## config.mk

```make
export PLATFORM = sky130hd
export DESIGN_NAME = nps_outmem
export DESIGN_NICKNAME = d
export VERILOG_FILES = /design/src/rtl/nps_outmem.sv
export SDC_FILE = /design/constraint.sdc
export NUM_CORES = 1
export LEC_CHECK = 0
export ABC_AREA = 0
export CAP_MARGIN = 10
export CORE_ASPECT_RATIO = 0.8
export CORE_MARGIN = 2
export CORE_UTILIZATION = 48
export CTS_CLUSTER_DIAMETER = 100
export CTS_CLUSTER_SIZE = 16
export DETAILED_ROUTE_END_ITERATION = 8
export GPL_TIMING_DRIVEN = 0
export HOLD_SLACK_MARGIN = 0.1
export SLEW_MARGIN = 0
export SYNTH_ARGS = -nofsm -noshare
export SYNTH_HDL_FRONTEND = slang
export SYNTH_SLANG_ARGS = --single-unit
```

## constraint.sdc

```tcl
create_clock -name clk -period 3.6 [get_ports clk]
set_input_delay 0.36 -clock clk [delete_from_list [all_inputs] [get_ports clk]]
set_output_delay 0.36 -clock clk [all_outputs]
set_load 0.02 [all_outputs]
```

## src/rtl/nps_outmem.sv

```systemverilog
// nps_outmem: captures one frame of DATA_NUM stream words into a local RAM.
// It sits after nps_inmem and reads that block's vo/fo/datao stream.
//
// Ports:
//   clk, reset_x       clock and asynchronous active-low reset
//   clr                one-cycle pulse that clears status and arms capture
//   vi, fi, datai      input stream: word valid, last word, data
//   done, err          frame captured (held) and sticky frame-length error
//   wcnt               number of words stored in the current frame
//   cpu_adr, cpu_rd    CPU read address and strobe
//   cpu_datao          registered CPU read data (1-cycle latency)
module nps_outmem #(
    parameter int unsigned DATA_WIDTH = 16,
    parameter int unsigned DATA_NUM   = 30,
    parameter int unsigned ADR_WIDTH  = 5
) (
    input  logic                  clk,
    input  logic                  reset_x,
    input  logic                  clr,
    input  logic                  vi,
    input  logic                  fi,
    input  logic [DATA_WIDTH-1:0] datai,
    output logic                  done,
    output logic                  err,
    output logic [ADR_WIDTH:0]    wcnt,
    input  logic [ADR_WIDTH-1:0]  cpu_adr,
    input  logic                  cpu_rd,
    output logic [DATA_WIDTH-1:0] cpu_datao
);

    localparam logic [1:0] StIdle    = 2'd0;
    localparam logic [1:0] StCapture = 2'd1;
    localparam logic [1:0] StDone    = 2'd2;

    localparam logic [ADR_WIDTH:0] NumW = (ADR_WIDTH + 1)'(DATA_NUM);

    logic [1:0]            state_q, state_d;
    logic [ADR_WIDTH:0]    wcnt_q, wcnt_d;
    logic                  done_q, done_d;
    logic                  err_q, err_d;
    logic [DATA_WIDTH-1:0] rdata_q, rdata_d;
    logic                  we;

    // Not reset: contents are only meaningful after a capture.
    logic [DATA_WIDTH-1:0] mem [DATA_NUM];

    always_comb begin
        state_d = state_q;
        wcnt_d  = wcnt_q;
        done_d  = done_q;
        err_d   = err_q;
        we      = 1'b0;
        if (clr) begin
            // A vi arriving together with clr is deliberately dropped.
            state_d = StCapture;
            wcnt_d  = '0;
            done_d  = 1'b0;
            err_d   = 1'b0;
        end else begin
            case (state_q)
                StCapture: begin
                    if (vi) begin
                        if (wcnt_q < NumW) begin
                            we     = 1'b1;
                            wcnt_d = wcnt_q + 1'b1;
                        end else begin
                            err_d = 1'b1;
                        end
                        if (fi) begin
                            state_d = StDone;
                            done_d  = 1'b1;
                            if (wcnt_d != NumW) begin
                                err_d = 1'b1;
                            end
                        end
                    end
                end
                StDone: begin
                    if (vi) begin
                        err_d = 1'b1;
                    end
                end
                default: ;
            endcase
        end
    end

    // Out-of-range addresses read as zero; registered value holds without cpu_rd.
    always_comb begin
        rdata_d = rdata_q;
        if (cpu_rd) begin
            if ({1'b0, cpu_adr} < NumW) begin
                rdata_d = mem[cpu_adr];
            end else begin
                rdata_d = '0;
            end
        end
    end

    always_ff @(posedge clk or negedge reset_x) begin
        if (!reset_x) begin
            state_q <= StIdle;
            wcnt_q  <= '0;
            done_q  <= 1'b0;
            err_q   <= 1'b0;
            rdata_q <= '0;
        end else begin
            state_q <= state_d;
            wcnt_q  <= wcnt_d;
            done_q  <= done_d;
            err_q   <= err_d;
            rdata_q <= rdata_d;
        end
    end

    // Read above samples the old word when the write hits the same address.
    always_ff @(posedge clk) begin
        if (we) begin
            mem[wcnt_q[ADR_WIDTH-1:0]] <= datai;
        end
    end

    assign done      = done_q;
    assign err       = err_q;
    assign wcnt      = wcnt_q;
    assign cpu_datao = rdata_q;

endmodule
```

# --- Yosys cells after proc, flatten, opt, wreduce, memory -nomap -nowiden ---
# Memory sizes are Yosys's and may differ from the RTL's.
# Index checks and enable logic that the tools add are counted.
totals:
  regBits: 26
  ramBits: 480
  mem_count: 1
  out_inout_bits: 24
memory_table:
  columns: ["memory", "depth", "width", "read_ports", "rd_clocked_by_memory_dff", "write_ports", "line_no", "text"]
  rows:
  - ["mem", 30, 16, 1, 0, 1, "45", "logic [DATA_WIDTH-1:0] mem [DATA_NUM];"]
op_classes:
  n_lt_le_gt_ge: 2
  n_addsub: 1
  eq_ne: 5
  reduce_logical: 7
  n_mux: 29
op_table:
  columns: ["operator", "n"]
  rows:
  - ["6-bit 2-to-1 mux", 7]
  - ["1-bit 2-to-1 mux", 16]
  - ["16-bit 2-to-1 mux", 1]
  - ["2-bit 2-to-1 mux", 4]
  - ["6-bit by 1-bit adder with 6-bit output, second input constant", 1]
  - ["6-bit by 5-bit < comparator with 1-bit output, second input constant", 1]
  - ["3-bit != test, second input constant", 2]
  - ["6-bit by 5-bit != test with 1-bit output, second input constant", 1]
  - ["3-bit AND reduction", 2]
  - ["2-bit nonzero test", 3]
  - ["5-bit < comparator, second input constant", 1]
  - ["3-bit nonzero test", 1]
  - ["2-bit by 1-bit == test with 1-bit output, second input constant", 1]
  - ["2-bit == test, second input constant", 1]
  - ["1-bit one-hot mux with 2 select lines", 1]
  - ["2-bit AND reduction", 1]

# --- Depth between registers and ports, before layout ---
# Gate-level depths: netlist of run 1.
depth:
  depth_word: 11
  mapped_depth: 9
  depth_no_buf: 6

# --- Worst setup path before layout of run 1 ---
# Ideal clock, no wire load.
synth_timing:
  path_kind: "reg2reg"
  startpoint: "register, netlist name done"
  endpoint: "memory mem[12][0], enable pin"
  path_slack_ns: 0.999
  required_ns: 3.212
  arrival_time_ns: 2.213
  stages_incl_launch_ff: 6
  period_less_slack_ns: 2.601
  path_cell_list: "dfrtp_1 -> nand3b_1 -> a211o_1 -> nor2_1 -> nand2_1 -> nor2_1"
synth_rtl:
  columns: ["item", "line_no"]
  rows:
  - ["to (decl)", "45"]

==> results of run 1 <==
-- cell usage after synthesis (all sizes together), types with 4 or more instances --
| library cell | instances |
|---|---|
| a21oi | 5 |
| inv | 16 |
| dfrtp | 25 |
| clkbuf | 23 |
| edfxtp | 480 |
| a22oi | 12 |
| nand4b | 4 |
| o21ai | 17 |
| mux2 | 16 |
| nand2 | 39 |
| mux4 | 16 |
| nor2 | 49 |
| o22ai | 60 |
| mux2i | 194 |
| o221ai | 16 |
| nand2b | 5 |
| ha | 4 |
| a221oi | 17 |
| nor2b | 17 |
| a211oi | 18 |
| a31oi | 13 |
| buf | 43 |
| or4 | 15 |
| nand3b | 4 |
-- path summary, 6_finish.rpt --
path,start,endpoint,slack [ps]
max,done$_DFFE_PN0P_,mem[20][15]$_DFFE_PP_,650
min,reset_x,state_q[0]$_DFFE_PN0P_,160
max reg2reg,done$_DFFE_PN0P_,mem[20][15]$_DFFE_PP_,650
min reg2reg,done$_DFFE_PN0P_,done$_DFFE_PN0P_,580
max in group asynchronous,reset_x,cpu_datao[0]$_DFFE_PN0P_,2910
min in group clk,clr,wcnt[4]$_DFFE_PN0P_,240
-- state kept, by name, summed over array words and instances, names as in the netlist --
name,cells
done,1
mem,480
err,1
wcnt,6
state_q,1
cpu_datao,16
-- layout make-up --
type / instances / area, um^2 / area share (%)
Antenna cell: 1 / 2.502 / 0.01102
Buffer: 66 / 407.9 / 1.796
Clock buffer: 56 / 997.2 / 4.391
Clock inverter: 1 / 8.758 / 0.03857
Inverter: 16 / 60.06 / 0.2644
Multi-Input combinational cell: 549 / 4576 / 20.15
Sequential cell: 505 / 15040 / 66.22
Tap cell: 544 / 680.7 / 2.997
Timing Repair Buffer: 74 / 938.4 / 4.132
-- cells in the final DEF, fill, tap and decap left out, types with 19 or more instances in the layout --
cell type,instances
sky130_fd_sc_hd__edfxtp_1,480
sky130_fd_sc_hd__nor2_2,30
sky130_fd_sc_hd__clkbuf_16,37
sky130_fd_sc_hd__clkdlybuf4s50_1,47
sky130_fd_sc_hd__dfrtp_1,25
sky130_fd_sc_hd__nor2_1,19
sky130_fd_sc_hd__o22ai_1,60
sky130_fd_sc_hd__nand2_1,38
sky130_fd_sc_hd__clkbuf_1,41
sky130_fd_sc_hd__buf_8,22
sky130_fd_sc_hd__mux2i_1,194
sky130_fd_sc_hd__buf_2,19
-- metal layers --
metal	GRT usage, %	vias up
met3	3.056	53
met1	32.35	5512
met4	4.167	0
met5	0	-
met2	32.15	274
li1	-	4783
-- metrics by stage --
stage               cell area, um^2  worst slack, ps
floorplan                     20010            998.9
global placement              21160           -559.3
detailed placement            21700            235.5
CTS                           22710            648.9
global route                  22710            408.1
finish                        22710            654.0
-- power breakdown --
group / switching [uW] / internal, uW / total, uW
logic: 472 / 292 / 764
clock network: 1870 / 1910 / 3780
registers: 61.1 / 6480 / 6540
-- logic make-up (layout without fill, tap and decap cells) --
logic type / count (synthesis) / after routing / share of synthesized area, %
buffers and inverters: 82 / 213 / 2.339
flip-flops: 505 / 505 / 75.17
XOR/XNOR: 4 / 4 / 0.1751
other: 0 / 1 / 0
AND/OR/NAND/NOR: 146 / 146 / 3.733
adder cells (fa/ha/maj): 4 / 4 / 0.2502
AO/OA/AOI/OAI: 169 / 169 / 5.928
multiplexers: 226 / 226 / 12.41
==> Flow_metrics.wiki, run 1 <==
{| class="wikitable"
! Metric !! Value
|-
| Syn Inst Count || ~1100
|-
| Maximum clock frequency || 339.4 MHz
|-
| Num CTS Buffers || 37
|-
| Clock Sink Count || 505
|-
| Peak supply drop || around 0.00031 V
|-
| CP Buf/Inv Count || 0
|-
| Filler Cells Inserted || 3172
|-
| Count of non-filler cells in the finished layout || 1812
|-
| Final hold violation count || 0
|-
| Power per unit of standard cell area || ~500 nW/um^2
|-
| Share of the synthesized area in the top cell type || 72.04%
|-
| Drt first pass iters || 7
|-
| Worst slew margin relative to its limit || between 20% and 30%
|-
| CTS clock-pin slew for the worst setup and hold paths || 70 ps
|-
| Dominant synthesized flop cell || sky130_fd_sc_hd__edfxtp_1
|-
| Path category of the worst min-delay check || input port to async pin
|-
| Highest routing layer actually used || met4
|-
| Time the final worst path needs with I/O delays and setup || 2946 ps
|-
| Number of library cell types mapped by synthesis || 45
|-
| Number of buffers inserted by hold repair at cts || 0
|-
| CTS tree || yes
|-
| Final routed DRC violation total || 0
|-
| Unrepaired setup endpoints after global routing || false
|-
| Largest net degree at the start of global routing || 31
|-
| Wire length on met1 || around 22000 um
|-
| Period Utilization, post-route || 81.83%
|-
| Max-cap check violation count || 0
|-
| Detailed route wirelength on metal2 || 20590 um
|-
| Post-synthesis sequential area ratio || 75.17%
|-
| CTS HTree Levels || 2
|-
| Required time at the worst-slack endpoint || about 3800 ps
|-
| Crit Path Category || register to register
|-
| Sequence of cells on the critical path || nand3b_1, a211o_1, nor2_1, nand2_1, nor2_2
|-
| Number of flops mapped to enable cells by yosys || 480
|-
| Antenna violations before repair || 0
|-
| Worst slack on hold paths || roughly 160 ps
|-
| Drt total wl || 45010 um
|-
| Mean instance size in the synthesized netlist || 17.61 um^2
|-
| Proportion of synthesized flip-flops having asynchronous set or reset || slightly below 5%
|-
| Leading cell types by total area after synthesis || sky130_fd_sc_hd__edfxtp_1 (72%), sky130_fd_sc_hd__mux2i_1 (9.7%), sky130_fd_sc_hd__dfrtp_1 (3.1%)
|-
| Count of input and output buffers || 47
|-
| Initial cell density of the core || approximately half
|-
| Worst Reg2Reg Path Length in Cells || 5
|-
| Post-detailed-route wirelength per cell || 24.84 um
|-
| Routed via count divided by cell count || just under 6
|-
| Setup TNS Final || 0 ps
|-
| ANT nets after route || 0
|-
| Clock insertion delay at the later pin of the skew report || 530 ps
|-
| Synthesized area || 20010 um^2
|-
| Die width || about 230 um
|-
| Clock tree root driver cell || sky130_fd_sc_hd__clkbuf_16
|-
| Transition at the pin with the smallest max-transition slack || 1159 ps
|-
| Synthesis Warnings || 0
|-
| Top cell type by total area after synthesis || sky130_fd_sc_hd__edfxtp_1
|-
| Synthesis-to-finish area growth || 13.51%
|-
| Final core area utilization || 55.56%
|-
| Startpoint kind of the worst setup timing path || register
|-
| Number of rows created at floorplan || 66
|-
| Static leakage || 0.007712 uW
|-
| Met3 wire len || 2119 um
|-
| Number of top-level pins || 51
|-
| Fraction of layout cells with a size suffix above 1 || 13.89%
|-
| Vias || 10620
|-
| Flip-flop and latch count after synthesis || 505
|-
| Final RePlAce weighted congestion || 0.8368
|-
| Height of the die || 186.6 um
|-
| Total stage count of the critical path || 5
|-
| Combined global-route utilization of all metal layers || 21.03%
|-
| Core area || slightly above 40000 um^2
|-
| Post-CTS setup buffers || 0
|-
| Number of instances resized during post-cts repair || 0
|-
| Longest individual stage delay on the worst path || 850 ps
|-
| Synthesized net count || 1167
|-
| Critical path's top delay family || simple AND/OR/NAND/NOR gates
|-
| Power, Total || 11090 uW
|-
| Worst Setup End Kind || register
|-
| Largest buffer count on any clock path || 3
|-
| Wire length of the first global-routing pass || 67660 um
|-
| GRT Residual Overflow || 0
|-
| Pins Over Slew Limit || 0
|-
| Largest fanout on the critical path || 16
|-
| Placed Instances || 1754
|-
| Number of global-route vias before repair || 10700
|-
| Status || finished, final reports clean
|-
| Worst-path cell with the longest stage delay || sky130_fd_sc_hd__nor2_2
|-
| Layout net count || 1280
|-
| Die Area || approximately 43000 um^2
|-
| Post-DP HPWL || 31470 um
|-
| Setup skew after layout || ~16 ps
|-
| Arrival @ worst endpoint || 3100 ps
|-
| Final setup violating endpoints || 0
|-
| Initial DRC Count || 937
|}
Power figures use the tool's default switching activity.
==> run 2, diff against run 1 <==
--- a/config.mk
+++ b/config.mk
@@ -15,6 +15,7 @@
 export DETAILED_ROUTE_END_ITERATION = 8
 export GPL_TIMING_DRIVEN = 0
 export HOLD_SLACK_MARGIN = 0.1
+export PLACE_DENSITY = 0.67
 export SLEW_MARGIN = 0
 export SYNTH_ARGS = -nofsm -noshare
 export SYNTH_HDL_FRONTEND = slang
==> constraint.sdc (replaced) <==
create_clock -name clk -period 2.6 [get_ports clk]
set_input_delay 0.26 -clock clk [delete_from_list [all_inputs] [get_ports clk]]
set_output_delay 0.26 -clock clk [all_outputs]
set_load 0.02 [all_outputs]
==> Flow_metrics.wiki, run 2 (synthesized netlist as in run 1, its figures left out) <==
{| class="wikitable"
! Metric !! Value
|-
| Status || finished, final reports clean
|-
| Arrival @ worst endpoint || 2690 ps (-410 ps)
|-
| Worst slack on hold paths || 154.4 ps (-6.963 ps)
|-
| CTS clock-pin slew for the worst setup and hold paths || 80 ps (about the same)
|-
| Fraction of layout cells with a size suffix above 1 || 15.19% (+1.3 points)
|-
| Power per unit of standard cell area || 676.2 nW/um^2 (+38%)
|-
| Combined global-route utilization of all metal layers || 21.23% (+0.20 points)
|-
| Num CTS Buffers || 37 (unchanged)
|-
| Maximum clock frequency || 411.0 MHz (+21%)
|-
| Drt total wl || 45880 um (+1.9%)
|-
| CTS HTree Levels || 2 (unchanged)
|-
| Launching instance or port of the critical path || done$_DFFE_PN0P_
|-
| Critical Path Most Common Cell || sky130_fd_sc_hd__nor2_4
|-
| Number of rows created at floorplan || 66 (unchanged)
|-
| Post-detailed-route wirelength per cell || 25.02 um (+0.70%)
|-
| Worst slew margin relative to its limit || 19.42% (-3.0 points)
|-
| CTS tree || yes
|-
| Peak supply drop || 0.0006745 V (+120%)
|-
| Power, Total || 15630 uW (+41%)
|-
| Final routed DRC violation total || 0 (unchanged)
|-
| Number of global-route vias before repair || 10900 (+1.8%)
|-
| Startpoint kind of the worst setup timing path || register
|-
| Post-DP HPWL || 31120 um (-1.1%)
|-
| GRT Residual Overflow || 0 (unchanged)
|-
| Worst Setup End Kind || register
|-
| Count of inserted antenna diode cells || 0 (-1)
|-
| Antenna violations before repair || 0 (unchanged)
|-
| Die width || 232.3 um (unchanged)
|-
| Required time at the worst-slack endpoint || 2860 ps (-900 ps)
|-
| Clock Sink Count || 505 (unchanged)
|-
| Initial DRC Count || 1112 (+19%)
|-
| Max-cap check violation count || 0 (unchanged)
|-
| Path category of the worst min-delay check || input port to register
|-
| End point of the critical path || mem[12][3]$_DFFE_PP_
|-
| Transition at the pin with the smallest max-transition slack || 1205 ps (+45.59 ps)
|-
| Layout net count || 1293 (+1.0%)
|-
| Register-to-register setup slack || 170 ps (-490 ps)
|-
| Worst-path cell with the longest stage delay || sky130_fd_sc_hd__dfrtp_1
|-
| Static leakage || 0.007885 uW (+2.2%)
|-
| Unrepaired setup endpoints after global routing || false
|-
| Largest buffer count on any clock path || 3 (unchanged)
|-
| ANT nets after route || 0 (unchanged)
|-
| Terminus of the critical flop-to-flop path || mem[12][3]$_DFFE_PP_
|-
| Final RePlAce weighted congestion || 0.8855 (+5.8%)
|-
| Clock tree root driver cell || sky130_fd_sc_hd__clkbuf_16
|-
| Number of flip-flops under the largest register name || 480 (unchanged)
|-
| Time the final worst path needs with I/O delays and setup || 2433 ps (-512.8 ps)
|-
| Synthesis-to-finish area growth || 15.50%
|-
| Crit Path Category || register to register
|-
| Height of the die || 186.6 um (unchanged)
|-
| Most frequent cells in the layout || sky130_fd_sc_hd__edfxtp_1 (480), sky130_fd_sc_hd__mux2i_1 (194), sky130_fd_sc_hd__o22ai_1 (60)
|-
| Final setup violating endpoints || 0 (unchanged)
|-
| Routed via count divided by cell count || 5.950 (+1.5%)
|-
| Pins Over Slew Limit || 0 (unchanged)
|-
| Wire length of the first global-routing pass || 68120 um (+0.68%)
|-
| Initial cell density of the core || 48.95% (unchanged)
|-
| Final hold violation count || 0 (unchanged)
|-
| Register Area || 15040 um^2 (unchanged)
|-
| Largest fanout on the critical path || 11 (-5)
|-
| Total area of multi-input combinational cells || 4728 um^2 (+3.3%)
|-
| Sequence of cells on the critical path || nand3b_1, a211o_1, nor2_4, nand2_4, nor2_4, buf_8
|-
| Launch point of the worst reg-to-reg path || done$_DFFE_PN0P_
|-
| Die Area || 43340 um^2 (unchanged)
|-
| Clock insertion delay at the later pin of the skew report || 560 ps (+30 ps)
|-
| Most common cell after layout, fill and taps aside || sky130_fd_sc_hd__edfxtp_1
|-
| Setup skew after layout || 22.28 ps (+6.290 ps)
|-
| Drt first pass iters || 5 (-2)
|-
| Vias || 10910 (+2.7%)
|-
| Worst Reg2Reg Path Length in Cells || 6 (+1)
|-
| Number of top-level pins || 51 (unchanged)
|-
| Longest individual stage delay on the worst path || 420 ps (-430 ps)
|-
| Filler Cells Inserted || 3070 (-3.2%)
|-
| Core area || 40880 um^2 (unchanged)
|-
| Largest net degree at the start of global routing || 31 (unchanged)
|-
| Count of input and output buffers || 47 (unchanged)
|-
| Period Utilization, post-route || 93.58% (+12 points)
|}
run 2: where the power goes:
part           switching [uW]  total (uW)  internal (uW)
sequential               82.7        9050           8970
combinational             670        1080            411
clock                    2670        5490           2820
total                    3420       15600          12200
run 2: through the flow:
| step | setup TNS, ps | cell area [um^2] | setup WS, ps | utilization, % | instances |
|---|---|---|---|---|---|
| floorplan | -181.3 | 20010 | -1.146 | - | 1136 |
| global placement | -508200 | 21160 | -1327 | 51.76 | 1727 |
| detailed placement | -158980 | 21710 | -673.8 | 53.12 | 1754 |
| CTS | -25520 | 22990 | -201.8 | 56.25 | 1829 |
| global route | 0 | 23110 | 11.22 | 56.53 | 1834 |
| finish | 0 | 23110 | 166.9 | 56.53 | 1834 |
run 2: what timing repair did:
item                                   in CTS  in global routing
resized for setup                          15                 18
buffers inserted                            7                  5
setup endpoints to repair                 274                478
endpoints found under the hold margin       9                  0
hold buffers                                1                  0
pin swaps                                   4                  3
run 2: area by class of cell:
type	count	share of cell area, %
clock inverter	2	0.07580
multi-input combinational	549	20.46
clock buffer	65	4.646
buffer	66	1.765
sequential	505	65.08
timing repair buffer	87	4.765
inverter	16	0.2599
tap	544	2.945
run 2: layer usage:
metal	share of wire, %	vias up	wire, um	track usage [%]
met3	7.2	63	3317	3.774
met5	0	-	0	0
met2	45	410	20620	32.05
li1	-	4810	-	-
met1	46	5630	21080	32.18
met4	1.9	0	862	5.128
run 2: worst min-delay path by stage:
stage	depth (start not counted)	from	endpoint
6_report	2	clr	wcnt[2]$_DFFE_PN0P_
5_1_grt	2	clr	wcnt[2]$_DFFE_PN0P_
4_1_cts	2	clr	wcnt[3]$_DFFE_PN0P_
3_5_place_dp	2	done$_DFFE_PN0P_	done$_DFFE_PN0P_
3_3_place_gp	2	done$_DFFE_PN0P_	done$_DFFE_PN0P_
2_1_floorplan	0	reset_x	cpu_datao[0]$_DFFE_PN0P_
run 2: critical path: cells and delay by family, from the launching register on:
kind            cells  cell delay, ps
compound gates      1             420
simple gates        4            1070
buf+inv             1             210
flops               1             420
